$ cat config.mk
export PLATFORM = sky130hd
export DESIGN_NAME = opb_single_beat_master
export DESIGN_NICKNAME = d
export VERILOG_FILES = /design/src/rtl/opb_mst_pkg.sv /design/src/rtl/opb_single_beat_master.sv
export SDC_FILE = /design/constraint.sdc
export NUM_CORES = 1
export LEC_CHECK = 0
export BUFFER_PORTS_ARGS = -buffer_cell sky130_fd_sc_hd__buf_4
export CORE_MARGIN = 2
export CORE_UTILIZATION = 35
export DETAILED_ROUTE_END_ITERATION = 8
export GPL_TIMING_DRIVEN = 0
export PLACE_DENSITY = 0.74
export SYNTH_ARGS = -nofsm -noshare
export SYNTH_HDL_FRONTEND = slang
export SYNTH_SLANG_ARGS = --single-unit
export TNS_END_PERCENT = 5
$ cat constraint.sdc
create_clock -name OPB_Clk -period 3.6 [get_ports OPB_Clk]
set_clock_uncertainty 0.2 [all_clocks]
set_input_delay 0.72 -clock OPB_Clk [delete_from_list [all_inputs] [get_ports OPB_Clk]]
set_output_delay 0.72 -clock OPB_Clk [all_outputs]
set_load 0.01 [all_outputs]
$ cat src/rtl/opb_mst_pkg.sv
// Shared types and constants for the single-beat OPB master: FSM states, response codes, widths.
package opb_mst_pkg;

    localparam int unsigned OpbAwidth = 32;
    localparam int unsigned OpbDwidth = 32;
    localparam int unsigned RspErrW   = 2;

    localparam logic [RspErrW-1:0] RspOk      = 2'b00;
    localparam logic [RspErrW-1:0] RspErrAck  = 2'b01;
    localparam logic [RspErrW-1:0] RspTimeout = 2'b10;
    localparam logic [RspErrW-1:0] RspRetry   = 2'b11;

    typedef enum logic [1:0] {
        StIdle,
        StArb,
        StXfer,
        StBackoff
    } opb_mst_state_e;

endpackage

$ cat src/rtl/opb_single_beat_master.sv
// Fabric-to-OPB initiator: one accepted command becomes one single-beat OPB transfer plus a response.
// Define OPB_MST_RETRY_EN to re-issue after OPB_retry (with backoff) instead of failing at once.
module opb_single_beat_master
    import opb_mst_pkg::*;
#(
    parameter int unsigned C_OPB_AWIDTH = OpbAwidth,
    parameter int unsigned C_OPB_DWIDTH = OpbDwidth,
    parameter int unsigned C_MAX_RETRY  = 4,
    parameter int unsigned C_BACKOFF    = 2
) (
    input  logic                        OPB_Clk,
    input  logic                        OPB_Rst,

    input  logic                        cmd_valid,
    output logic                        cmd_ready,
    input  logic                        cmd_rnw,
    input  logic [C_OPB_AWIDTH-1:0]     cmd_addr,
    input  logic [C_OPB_DWIDTH/8-1:0]   cmd_be,
    input  logic [C_OPB_DWIDTH-1:0]     cmd_data,

    output logic                        rsp_valid,
    output logic [C_OPB_DWIDTH-1:0]     rsp_data,
    output logic [RspErrW-1:0]          rsp_err,

    output logic                        M_request,
    output logic                        M_select,
    output logic [0:C_OPB_AWIDTH-1]     M_ABus,
    output logic [0:C_OPB_DWIDTH/8-1]   M_BE,
    output logic [0:C_OPB_DWIDTH-1]     M_DBus,
    output logic                        M_RNW,
    output logic                        M_busLock,
    output logic                        M_seqAddr,

    input  logic                        OPB_MGrant,
    input  logic                        OPB_xferAck,
    input  logic                        OPB_errAck,
    input  logic                        OPB_retry,
    input  logic                        OPB_timeout,
    input  logic [0:C_OPB_DWIDTH-1]     OPB_DBus
);

    localparam int unsigned BeW = C_OPB_DWIDTH / 8;

    // Parameter sanity; the retry bound also keeps the counter width reasonable.
    if (C_BACKOFF < 1 || (C_OPB_DWIDTH % 8) != 0 || C_MAX_RETRY > 1024) begin : g_cfg_check
        $error("opb_single_beat_master: illegal parameter combination");
    end

    opb_mst_state_e state_q, state_d;

    logic                    rnw_q, rnw_d;
    logic [C_OPB_AWIDTH-1:0] addr_q, addr_d;
    logic [BeW-1:0]          be_q, be_d;
    logic [C_OPB_DWIDTH-1:0] data_q, data_d;

    logic                    rsp_valid_q, rsp_valid_d;
    logic [C_OPB_DWIDTH-1:0] rsp_data_q, rsp_data_d;
    logic [RspErrW-1:0]      rsp_err_q, rsp_err_d;

    logic                    accept;
    logic                    term_valid;
    logic [RspErrW-1:0]      term_err;

    assign accept = cmd_valid & cmd_ready;

`ifdef OPB_MST_RETRY_EN
    localparam int unsigned RetryW   = (C_MAX_RETRY < 1) ? 1 : $clog2(C_MAX_RETRY + 1);
    localparam int unsigned BackoffW = (C_BACKOFF <= 1) ? 1 : $clog2(C_BACKOFF);

    logic [RetryW-1:0]   retry_cnt_q, retry_cnt_d;
    logic [BackoffW-1:0] backoff_cnt_q, backoff_cnt_d;
    logic                reissue;
    logic                backoff_done;

    assign backoff_done = (backoff_cnt_q == BackoffW'(C_BACKOFF - 1));

    always_comb begin
        retry_cnt_d = retry_cnt_q;
        if (accept) begin
            retry_cnt_d = '0;
        end else if (reissue) begin
            retry_cnt_d = retry_cnt_q + 1'b1;
        end
    end

    // Counts cycles spent in BACKOFF; parked at zero everywhere else.
    always_comb begin
        backoff_cnt_d = '0;
        if (state_q == StBackoff && !backoff_done) begin
            backoff_cnt_d = backoff_cnt_q + 1'b1;
        end
    end

    always_ff @(posedge OPB_Clk or posedge OPB_Rst) begin
        if (OPB_Rst) begin
            retry_cnt_q   <= '0;
            backoff_cnt_q <= '0;
        end else begin
            retry_cnt_q   <= retry_cnt_d;
            backoff_cnt_q <= backoff_cnt_d;
        end
    end
`endif

    // Terminator decode for the XFER state: errAck > timeout > xferAck > retry.
    always_comb begin
        term_valid = 1'b0;
        term_err   = RspOk;
`ifdef OPB_MST_RETRY_EN
        reissue    = 1'b0;
`endif
        if (state_q == StXfer) begin
            if (OPB_errAck) begin
                term_valid = 1'b1;
                term_err   = RspErrAck;
            end else if (OPB_timeout) begin
                term_valid = 1'b1;
                term_err   = RspTimeout;
            end else if (OPB_xferAck) begin
                term_valid = 1'b1;
                term_err   = RspOk;
            end else if (OPB_retry) begin
`ifdef OPB_MST_RETRY_EN
                if (retry_cnt_q == RetryW'(C_MAX_RETRY)) begin
                    term_valid = 1'b1;
                    term_err   = RspRetry;
                end else begin
                    reissue = 1'b1;
                end
`else
                term_valid = 1'b1;
                term_err   = RspRetry;
`endif
            end
        end
    end

    always_ff @(posedge OPB_Clk or posedge OPB_Rst) begin
        if (OPB_Rst) begin
            state_q <= StIdle;
        end else begin
            state_q <= state_d;
        end
    end

    always_comb begin
        state_d = state_q;
        case (state_q)
            StIdle: begin
                if (accept) state_d = StArb;
            end
            StArb: begin
                if (OPB_MGrant) state_d = StXfer;
            end
            StXfer: begin
                if (term_valid) begin
                    state_d = StIdle;
`ifdef OPB_MST_RETRY_EN
                end else if (reissue) begin
                    state_d = StBackoff;
`endif
                end
            end
`ifdef OPB_MST_RETRY_EN
            StBackoff: begin
                if (backoff_done) state_d = StArb;
            end
`endif
            default: state_d = StIdle;
        endcase
    end

    // Command is frozen from accept until the response is issued.
    always_comb begin
        rnw_d  = rnw_q;
        addr_d = addr_q;
        be_d   = be_q;
        data_d = data_q;
        if (accept) begin
            rnw_d  = cmd_rnw;
            addr_d = cmd_addr;
            be_d   = cmd_be;
            data_d = cmd_data;
        end
    end

    // Response fields are zero except in the single rsp_valid cycle.
    always_comb begin
        rsp_valid_d = term_valid;
        rsp_err_d   = term_valid ? term_err : RspOk;
        rsp_data_d  = '0;
        if (term_valid && term_err == RspOk && rnw_q) begin
            rsp_data_d = OPB_DBus;
        end
    end

    always_ff @(posedge OPB_Clk or posedge OPB_Rst) begin
        if (OPB_Rst) begin
            rnw_q       <= 1'b0;
            addr_q      <= '0;
            be_q        <= '0;
            data_q      <= '0;
            rsp_valid_q <= 1'b0;
            rsp_data_q  <= '0;
            rsp_err_q   <= RspOk;
        end else begin
            rnw_q       <= rnw_d;
            addr_q      <= addr_d;
            be_q        <= be_d;
            data_q      <= data_d;
            rsp_valid_q <= rsp_valid_d;
            rsp_data_q  <= rsp_data_d;
            rsp_err_q   <= rsp_err_d;
        end
    end

    // Bus outputs are zero outside the address phase so they can be OR-ed onto the OPB.
    always_comb begin
        cmd_ready = (state_q == StIdle);
        M_request = (state_q == StArb);
        M_select  = (state_q == StXfer);
        M_RNW     = M_select & rnw_q;
        M_ABus    = M_select ? addr_q : '0;
        M_BE      = M_select ? be_q : '0;
        M_DBus    = (M_select && !rnw_q) ? data_q : '0;
        M_busLock = 1'b0;
        M_seqAddr = 1'b0;
        rsp_valid = rsp_valid_q;
        rsp_data  = rsp_data_q;
        rsp_err   = rsp_err_q;
    end

endmodule
# Word level (Yosys, flattened, before mapping)
# Index checks and enable logic that the tools add are counted.
# word_totals
input_bits,109
regBits,106
word_cells,41
out_inout_bits,109
# op_classes
eq_ne,5
n_bitwise,2
mux,19
reduce_logical,7
# op_table
cell,n
32-bit 2-to-1 mux,3
2-bit 2-to-1 mux,9
"2-bit by 1-bit inequality test with 1-bit output, second input constant",3
2-bit case mux with 3 select lines,1
1-bit 2-to-1 mux,5
2-bit logical NOT,2
4-bit 2-to-1 mux,1
1-bit logical AND,3
3-bit AND reduction,1
1-bit bitwise AND,2
"2-bit by 1-bit == test with 1-bit output, second input constant",1
"2-bit == test, second input constant",1
1-bit logical NOT,1

# Depth between registers and ports, before layout
# Gate-level depths: netlist (run 1).
# depth
word_depth,9
mapped_depth,4
ltp_nobuf,2

# Worst setup path before layout (run 1)
# No wires, ideal clock.
# synth_timing
path_kind,flip-flop to output port
from,register state_q[1]
to,output port M_DBus[10] in the netlist's numbering
path_stages_with_launch,4
required_ns,2.680
setup_slack_ns,1.596
path_buffers,1
arrival_ns,1.084
cell_sequence,dfrtp_1 -> nor3b_2 -> clkbuf_1 -> and2_1
# synth_between
elab_chain_cells,3
# synth_rtl
item,line,text
"start, declared",opb_single_beat_master.sv:49,"opb_mst_state_e state_q, state_d;"
"start signal, assigned",opb_single_beat_master.sv:140,state_q <= StIdle;
"start signal, assigned",opb_single_beat_master.sv:142,state_q <= state_d;
2-bit == test,opb_single_beat_master.sv:221,M_select = (state_q == StXfer);
1-bit logical AND,opb_single_beat_master.sv:225,M_DBus = (M_select && !rnw_q) ? data_q : '0;
32-bit 2-to-1 mux,opb_single_beat_master.sv:225,
"end, declared",opb_single_beat_master.sv:29,"output logic [0:C_OPB_DWIDTH-1] M_DBus,"
# No other way between the ends.

# Worst setup path in the final report (run 1)
# layout_timing
from,register state_q[1]
to,output port M_ABus[29] in the netlist's numbering
# layout_between
elab_chain_cells,2
# layout_rtl
item,line,text
2-bit == test,opb_single_beat_master.sv:221,
32-bit 2-to-1 mux,opb_single_beat_master.sv:223,M_ABus = M_select ? addr_q : '0;
"end, declared",opb_single_beat_master.sv:27,"output logic [0:C_OPB_AWIDTH-1] M_ABus,"
# No other way between the ends.

==> results of run 1 <==
-- through the flow --
| step | worst slack (ps) | power (mW) | hold slack (ps) | utilization |
|---|---|---|---|---|
| floorplan | 1410 | 2.37 | 249 | - |
| global placement | 719 | 2.75 | 262 | 0.503 |
| detailed placement | 1130 | 2.81 | 267 | 0.506 |
| CTS | 762 | 3.83 | 282 | 0.530 |
| global route | 643 | 4.00 | 308 | 0.530 |
| finish | 842 | 3.76 | 281 | 0.530 |
-- layout make-up --
class	count	area share
Multi-Input combinational cell	186	0.226
Clock buffer	13	0.0409
Timing Repair Buffer	217	0.250
Inverter	36	0.0210
Buffer	23	0.0229
Tap cell	172	0.0326
Sequential cell	106	0.401
Clock inverter	2	0.00530
-- state kept, by name, indices dropped and copies added, names as in the netlist --
| register | flops |
|---|---|
| addr_q | 32 |
| be_q | 4 |
| data_q | 32 |
| rnw_q | 1 |
| rsp_data | 32 |
| rsp_err | 2 |
| rsp_valid | 1 |
| state_q | 2 |
-- where the power goes --
group,switching (mW),internal (mW)
sequential,0.167,1.57
clock,0.411,0.592
combinational,0.407,0.620
total,0.985,2.78
-- worst max path at each step --
stage / depth (start not counted) / endpoint / slack [ps]
floorplan: 1 / addr_q[0] / 1410
global placement: 2 / addr_q[8] / 720
detailed placement: 4 / M_BE[0] / 1130
CTS: 4 / M_BE[0] / 760
global route: 4 / M_ABus[0] / 640
finish: 4 / M_ABus[29] / 840
-- cells by family (layout without fill, tap and decap cells) --
group	Yosys count	after routing	share of synthesized area
AND/OR/NAND/NOR	111	111	0.153
AO/OA/AOI/OAI	4	4	0.00763
buffers and inverters	59	291	0.0647
flip-flops	106	106	0.599
other	1	2	0.000847
multiplexers	69	69	0.175
-- layer usage --
layer / part of all wire / vias up
li1: - / 1581
met1: 0.39 / 1566
met2: 0.49 / 147
met3: 0.11 / 13
met4: 0.015 / 0
met5: 0 / -
-- worst max-delay path, cell delays in order, from the launching register on --
cell      delay, ps
dfrtp_1         440
nor2b_1         360
clkbuf_1        380
and2_1          200
buf_4           120
-- cells in the mapped netlist, types with 2 or more instances --
library cell	number	area, um^2
dfrtp_1	106	2650
and2_1	68	425
mux2_2	63	709
inv_1	36	135
nor3_1	32	160
clkbuf_1	10	37.5
buf_6	7	78.8
mux2_1	6	67.6
buf_2	4	20.0
nor2b_1	4	25.0
buf_4	2	15.0
==> metrics.txt, run 1 <==
Worst EP required 2680 ps; CORE AREA 12,500 um^2; kind of critical path flop to output pin; # placed instances 740; routability congestion estimate 0.729; Post-synth EDFFs 0; met3 Track Usage GR 0.0659; Setup Total Neg Slack 0 ps; Global Route met2 Usage 0.284; DR WL/cell 14.7 um; worst reg2reg setup slack 1700 ps; Hold-fix buffers, CTS 0; filler instances 1,123; GR Layer Usage met1 0.189; Worst Path Arrival 1840 ps; reg2reg start state_q[0]; Cell Rows 41; drt drc 0; CP Launch Type flop; max cap viols 0; Max Slew Vio Count 0; area of the multi-input gates 1490 um^2; Mapped Area 4430 um^2; min-delay src addr_q[4]; Worst Hold Path EP addr_q[4]; Slew @ Worst Pin 786 ps; commonest non-fill, non-tap cell in the layout buf_4; status finished, final reports clean; vias 3,307; DR iter-0 viols 81; Vias/cell 4.38; Cells after Synth 350; Pre-Repair DR Iteration Count 4; htree depth 3; Layout area overhead 49.3%; register area 2650 um^2; Worst Hold Class flop to flop; root buf cell clkbuf_16; post-route ant nets 0; fin area 6610 um^2; ANT cells 0; Initial Utilization 0.355; Synth Register Bits 106; share of the yosys chip area belonging to registers 0.599; fin nets 688; IO Port Bufs 215; syn avg cell area 12.7 um^2; CTS Buf Count 9; clock latency on the worst-skew pair 340 ps; CTS tree built; initial antenna violation count 0; fin cells 755; Top Usage Layer GRT met2; CP Max Fanout 10; most frequent cells in the layout buf_4 (217), dfrtp_1 (106), and2_1 (68); Slew headroom 0.475; Period minus WS final 2760 ps; Hold Crit Depth 1; maximum clock path buffer count 2; crit path from state_q[1]; Area after DPL 6310 um^2; final hold vios 0; FFs w/ async S/R, synth 1.00; Power Dens Cells 569 nW/um^2; Fmax 0.363 GHz; vias in the first global route 3,419; I/O pin cnt 218; GR Overflow Total 0; GRT Total Usage 0.167; Reg2Reg Depth 3; # Post-CTS Setup Buffers 0; die area 13,600 um^2; die height 116 um; maximum vdd drop 0.212 mV; hpwl dp 8.71 mm; leakage dissipation 3.38 nW; Cell variety after synth 23; pin count of the biggest net entering global routing 42; # clock sinks 106; Final setup viols 0; RSZ-0062 raised after global routing false; DRT Wirelength 11.1 mm; CP endpoint kind output pin; cts repair resizes 0; die width 116 um; fraction of layout cells with a size suffix above 1 0.532; worst r2r dst addr_q[31]; Tcrit/Tclk final 0.766; clk slew on worst S/H paths 60 ps; Post-synth top flop dfrtp_1; first-pass GRT wire length 17.0 mm; Yosys Warn Count 0
No activity file was read; power rests on OpenSTA's default activity.
==> inputs of run 2 (changes only) <==
--- a/config.mk
+++ b/config.mk
@@ -5,6 +5,7 @@
 export SDC_FILE = /design/constraint.sdc
 export NUM_CORES = 1
 export LEC_CHECK = 0
+export ABC_AREA = 1
 export BUFFER_PORTS_ARGS = -buffer_cell sky130_fd_sc_hd__buf_4
 export CORE_MARGIN = 2
 export CORE_UTILIZATION = 35
==> constraint.sdc (replaced) <==
create_clock -name OPB_Clk -period 2.4 [get_ports OPB_Clk]
set_clock_uncertainty 0.2 [all_clocks]
set_input_delay 0.48 -clock OPB_Clk [delete_from_list [all_inputs] [get_ports OPB_Clk]]
set_output_delay 0.48 -clock OPB_Clk [all_outputs]
set_load 0.01 [all_outputs]
==> run 2 against run 1 <==
Utilization rose by 1.9 points. Combinational power is 81% higher. Critical path depth rose by 3. Count of clock-buffer cells in the layout down 1. Clock power rose by 62%. Cell area grew 0.68%. Via count is 15% higher. Wire length increased by 2.9%. Die area shrank 0.74%. Critical endpoint is now M_DBus[8]. Synthesized area down 0.76%.
==> metrics.txt, run 2 <==
fin nets 845 (+23%); total power 5.97 mW (+59%); Worst path top cell family by delay buffers and inverters; htree depth 3 (unchanged); Synth Register Bits 106 (unchanged); ANT cells 0 (unchanged); die width 116 um (-0.37%); list of most frequent post-synthesis cells nor2_1 (161), inv_1 (108), dfrtp_1 (106), a21oi_1 (69), buf_2 (13); Post-synth EDFFs 0 (unchanged); initial antenna violation count 0 (unchanged); Yosys Warn Count 0 (unchanged); GR Layer Usage met1 0.205 (+0.0154); Final setup viols 0 (unchanged); post-route ant nets 0 (unchanged); Cells after Synth 504 (+44%); Post-synth top flop dfrtp_1; drt drc 0 (unchanged); Worst path slowest cell dfrtp_1; max incr delay on CP 380 ps (-60 ps); vias 3,804 (+15%); Pint 4.12 mW (+48%); kind of critical path flop to output pin; Layout area overhead 51.4%; Slew @ Worst Pin 527 ps (-259 ps); worst-path cell chain inv_2 > nand2_2 > or2_1 > buf_6 > buf_6 > nor2_1 > buf_4; IO Port Bufs 215 (unchanged); filler instances 1,164 (+3.7%); pin count of the biggest net entering global routing 38 (-9.5%); CTS tree built; clock latency on the worst-skew pair 350 ps (about the same); routability congestion estimate 0.784 (+7.5%); PnR worst setup slack 99.9 ps (-743 ps); hpwl dp 8.88 mm (+2.0%); maximum clock path buffer count 2 (unchanged); Crit path buffers/inverters 4 (+2); Worst Path Arrival 1620 ps (-220 ps); most frequent cells in the layout buf_4 (220), nor2_1 (159), inv_1 (106); DR iter-0 viols 173 (+110%); Comb pwr share 0.312 (+0.039); met3 Track Usage GR 0.0675 (+0.00156); worst r2r dst addr_q[1]; Max Slew Vio Count 0 (unchanged); Pre-Repair DR Iteration Count 4 (unchanged); CTS Buf Count 9 (unchanged); Period minus WS final 2300 ps; # placed instances 891 (+20%); CP Max Fanout 10 (unchanged); vias in the first global route 3,684 (+7.8%); Global Route met2 Usage 0.291 (+0.00634); status finished, final reports clean; max cap viols 0 (unchanged); worst reg2reg setup slack 810 ps (-890 ps); CP Launch Type flop; Worst Hold Class input pin to flop; Net Sw Frac 0.310 (+0.0485); leakage dissipation 3.91 nW (+16%); Yosys top cell area share 0.603 (+0.00460); Mapped Area 4400 um^2 (-0.76%); Initial Utilization 0.363 (+0.00760); die area 13,500 um^2 (-0.74%); largest cells by area after synthesis dfrtp_1 (60%), nor2_1 (14%), inv_1 (9.2%); Slew headroom 0.648 (+0.173); Cell variety after synth 18 (-22%); fraction of layout cells with a size suffix above 1 0.381 (-0.151); share of the yosys chip area belonging to registers 0.603 (+0.00460); GR Overflow Total 0 (unchanged); commonest non-fill, non-tap cell in the layout buf_4; Clk pwr share 0.271 (+0.004); CP endpoint kind output pin; RSZ-0062 raised after global routing false; Vias/cell 4.18 (-4.5%); pre-CTS setup slack 399 ps (-733 ps); Top Usage Layer GRT met2; clk slew on worst S/H paths 70 ps (about the same); crit-path most repeated cell buf_6; syn avg cell area 8.72 um^2 (-31%); Worst Hold Path EP state_q[0]; Synth area leader dfrtp_1; DR WL/cell 12.6 um (-15%); min-delay src OPB_MGrant; Setup Total Neg Slack 0 ps (unchanged); Fmax 0.435 GHz; Worst EP required 1720 ps (-960 ps); maximum vdd drop 0.607 mV (+190%); GRT Total Usage 0.173 (+0.00621); DRT Wirelength 11.4 mm (+2.9%); root buf cell clkbuf_16; most frequent cell after synthesis nor2_1; Cell Rows 40 (-2.4%); I/O pin cnt 218 (unchanged); fin cells 909 (+20%); final hold vios 0 (unchanged); reg2reg start state_q[0]; sequential share of power 0.417 (-0.043); # clock sinks 106 (unchanged); FFs w/ async S/R, synth 1.00 (unchanged); first-pass GRT wire length 17.8 mm (+4.7%); Hold Slack 114 ps (-166 ps); CORE AREA 12,100 um^2 (-2.8%); die height 116 um (-0.37%); Hold Crit Depth 2 (+1); Power Dens Cells 897 nW/um^2 (+58%); P_sw 1.85 mW (+88%); Reg2Reg Depth 7 (+4); Tcrit/Tclk final 0.958
run 2: repair_timing:
action / 4_1_cts / 5_1_grt
endpoints found under the setup margin: 0 / 53
hold buffers: 1 / 0
resized for setup: 0 / 7
hold endpoints to repair: 22 / 0
buffers inserted: 0 / 1
run 2: worst max-delay path by stage:
| stage | slack (ps) | start | to | cells after the start |
|---|---|---|---|---|
| 6_report | 100 | state_q[0] | M_DBus[8] | 7 |
| 3_5_place_dp | 400 | state_q[0] | M_DBus[12] | 7 |
| 4_1_cts | 5 | state_q[0] | M_DBus[12] | 7 |
| 2_1_floorplan | 450 | OPB_Rst | addr_q[0] | 1 |
| 5_1_grt | 8 | state_q[0] | M_DBus[27] | 7 |
| 3_3_place_gp | -340 | OPB_Rst | rsp_data[0] | 2 |
run 2: layout make-up:
cell class / count / area [um^2] / share of cell area
flip-flops and latches: 106 / 2650 / 0.399
repair buffers: 220 / 1700 / 0.255
multi-input cells: 262 / 1130 / 0.170
inverters: 109 / 413 / 0.0620
clock buffers: 12 / 256 / 0.0385
plain buffers: 28 / 219 / 0.0329
well taps: 168 / 210 / 0.0316
clock inverters: 4 / 73.8 / 0.0111
run 2: power groups by stage:
stage          sequential [mW]  combinational, mW  clock [mW]
2_1_floorplan             2.51               1.11           0
3_3_place_gp              2.51               1.82           0
3_5_place_dp              2.53               1.88           0
4_1_cts                   2.50               1.89        1.67
5_1_grt                   2.55               2.11        1.72
6_report                  2.49               1.86        1.62
run 2: logic make-up (layout without fill, tap and decap cells):
kind of cell           after synthesis  count (layout)  synth area share
and+or+nand+nor                    189             189             0.172
AOI/OAI and AO/OA                   71              71            0.0823
buffers and inverters              137             373             0.141
other                                1               2          0.000853
DFF                                106             106             0.603
run 2: metrics by stage:
step | utilization | instance area (um^2)
after global routing | 0.550 | 6660
after global placement | 0.514 | 6230
final | 0.550 | 6660
after detailed placement | 0.520 | 6290
after CTS | 0.548 | 6640
after floorplan | - | 4400
run 2: metal layers:
metal	wire length (um)	share of wire	vias up
met3	999	0.087	11
met1	4580	0.40	1733
li1	-	-	1926
met4	148	0.013	0
met5	0	0	-
met2	5720	0.50	134
==> inputs of run 3 (changes only) <==
--- a/config.mk
+++ b/config.mk
@@ -7,11 +7,12 @@
 export LEC_CHECK = 0
 export ABC_AREA = 1
 export BUFFER_PORTS_ARGS = -buffer_cell sky130_fd_sc_hd__buf_4
-export CORE_MARGIN = 2
-export CORE_UTILIZATION = 35
+export CELL_PAD_IN_SITES_DETAIL_PLACEMENT = 2
+export CELL_PAD_IN_SITES_GLOBAL_PLACEMENT = 2
+export CORE_UTILIZATION = 22
 export DETAILED_ROUTE_END_ITERATION = 8
 export GPL_TIMING_DRIVEN = 0
-export PLACE_DENSITY = 0.74
+export PLACE_DENSITY = 0.82
 export SYNTH_ARGS = -nofsm -noshare
 export SYNTH_HDL_FRONTEND = slang
 export SYNTH_SLANG_ARGS = --single-unit
==> constraint.sdc (replaced) <==
create_clock -name OPB_Clk -period 2.09 [get_ports OPB_Clk]
set_clock_uncertainty 0.2 [all_clocks]
set_input_delay 0.418 -clock OPB_Clk [delete_from_list [all_inputs] [get_ports OPB_Clk]]
set_output_delay 0.418 -clock OPB_Clk [all_outputs]
set_load 0.01 [all_outputs]
==> run 3 against run 2 <==
The flow now finishes with violations (negative setup slack). Cell count increased by 11%. Register-to-register slack got worse by 400 ps. Utilization decreased by 19 points. Clock power increased by 10%. Hold slack got worse by 59 ps. Wire length increased by 31%. Non-clock buffer count increased by 2. Via count increased by 6.2%. Largest power group unchanged.
==> metrics.txt, run 3 (same netlist as run 2, synthesis figures left out) <==
status finished, violations left; failing checks negative setup slack; Worst path slowest cell dfrtp_1; root buf cell clkbuf_16; final hold vios 0 (unchanged); # clock sinks 106 (unchanged); Worst EP required 1470 ps (-250 ps); Setup Total Neg Slack -3720 ps (-3720 ps); pin count of the biggest net entering global routing 40 (+5.3%); RSZ-0062 raised after global routing true; Worst Hold Class input pin to flop; die height 143 um (+24%); Period minus WS final 2250 ps; fraction of layout cells with a size suffix above 1 0.417 (+0.0364); PnR worst setup slack -163 ps (-263 ps); CP endpoint kind output pin; filler instances 2,226 (+91%); Pre-Repair DR Iteration Count 4 (unchanged); Tcrit/Tclk final 1.08; I/O pin cnt 218 (unchanged); Power Dens Cells 1020 nW/um^2 (+14%); CORE AREA 19,500 um^2 (+61%); Final setup viols 35 (+35); CTS Buf Count 9 (unchanged); clock latency on the worst-skew pair 350 ps (about the same); max incr delay on CP 390 ps (about the same); die area 20,500 um^2 (+53%); kind of critical path flop to output pin; htree depth 3 (unchanged); CTS tree built; post-route ant nets 0 (unchanged); routability congestion estimate 0.712 (-9.1%); Fmax 0.444 GHz; hpwl dp 11.6 mm (+31%); vias 4,041 (+6.2%); first-pass GRT wire length 23.1 mm (+30%); Initial Utilization 0.225 (-0.138); ANT cells 0 (unchanged); fin nets 847 (+0.24%); leakage dissipation 3.93 nW (+0.35%); clk slew on worst S/H paths 70 ps (about the same); IO Port Bufs 215 (unchanged); met3 Track Usage GR 0.0693 (+0.00184); DRT Wirelength 15.1 mm (+31%); maximum vdd drop 0.442 mV (-27%); Max Slew Vio Count 0 (unchanged); DR iter-0 viols 77 (-55%); GRT Total Usage 0.150 (-0.0234); Vias/cell 4.02 (-4.0%); CP Launch Type flop; Layout area overhead 57.9%; die width 143 um (+24%); Global Route met2 Usage 0.264 (-0.0264); Worst Path Arrival 1640 ps (+20 ps); commonest non-fill, non-tap cell in the layout buf_4; drt drc 0 (unchanged); initial antenna violation count 0 (unchanged); Top Usage Layer GRT met2; vias in the first global route 4,506 (+22%); CP Max Fanout 10 (unchanged); max cap viols 0 (unchanged); DR WL/cell 15.0 um (+19%); maximum clock path buffer count 2 (unchanged); worst-path cell chain inv_2 > nand2_4 > or2_1 > buf_6 > buf_12 > nor2_2 > buf_4; Cell Rows 51 (+28%); GR Layer Usage met1 0.157 (-0.0481); most frequent cells in the layout buf_4 (215), nor2_1 (133), inv_1 (106); Hold Slack 55.7 ps (-58.6 ps); GR Overflow Total 0 (unchanged)
[run 3: changes by cell type in the layout (fill, tap and decap cells not counted), moves of 3 or more]
cell and change:
buf_12 +3, buf_4 -5, buf_6 +8, clkbuf_4 -3
nor2_1 -26, nor2_2 +17, nor2_4 +9
[run 3: path summary, 6_finish.rpt]
kind | from | end | slack [ps] | cells after the start
worst min register to register | addr_q[4] | addr_q[4] | 320 | 2
worst max-delay path | state_q[0] | M_DBus[13] | -160 | 7
worst max register to register | state_q[0] | rsp_data[16] | 410 | 7
worst min-delay path | OPB_MGrant | state_q[0] | 60 | 2
max in group asynchronous | OPB_Rst | be_q[1] | 680 | 5
min in group asynchronous | OPB_Rst | rsp_data[10] | 340 | 3
[run 3: area by class of cell]
type,instances,area [um^2],share of cell area
well taps,265,332,0.0478
multi-input cells,262,1250,0.180
inverters,109,413,0.0595
plain buffers,28,254,0.0366
repair buffers,222,1740,0.250
clock buffers,9,225,0.0324
clock inverters,5,81.3,0.0117
flip-flops and latches,106,2650,0.382
[run 3: what timing repair did]
item	CTS	global route
setup endpoints to repair	62	62
buffers inserted	2	1
gates resized for setup	29	31
hold buffers	1	0
endpoints found under the hold margin	4	0
[run 3: worst max-delay path, delay by kind of cell (launching register included)]
| family | cells | cell delay, ps |
|---|---|---|
| buffers and inverters | 4 | 520 |
| DFF | 1 | 390 |
| and+or+nand+nor | 3 | 380 |
[run 3: power by group]
group | switching (mW) | internal [mW] | total, mW
registers | 0.189 | 2.69 | 2.87
logic | 1.41 | 0.999 | 2.41
clock network | 0.756 | 1.04 | 1.79
total | 2.36 | 4.72 | 7.08
[run 3: routing by layer]
layer / up-vias / part of all wire
li1: 1926 / -
met2: 145 / 0.51
met1: 1953 / 0.37
met3: 17 / 0.10
met4: 0 / 0.017
met5: - / 0
[run 3: metrics by stage]
| step | setup WS, ps | cells | power, mW | utilization | area (um^2) |
|---|---|---|---|---|---|
| floorplan | 198 | 505 | 4.15 | - | 4400 |
| global placement | -707 | 985 | 5.03 | 0.325 | 6350 |
| detailed placement | 77.1 | 988 | 5.19 | 0.328 | 6410 |
| CTS | -181 | 1005 | 7.16 | 0.349 | 6820 |
| global route | -213 | 1006 | 7.60 | 0.356 | 6940 |
| finish | -163 | 1006 | 7.08 | 0.356 | 6940 |
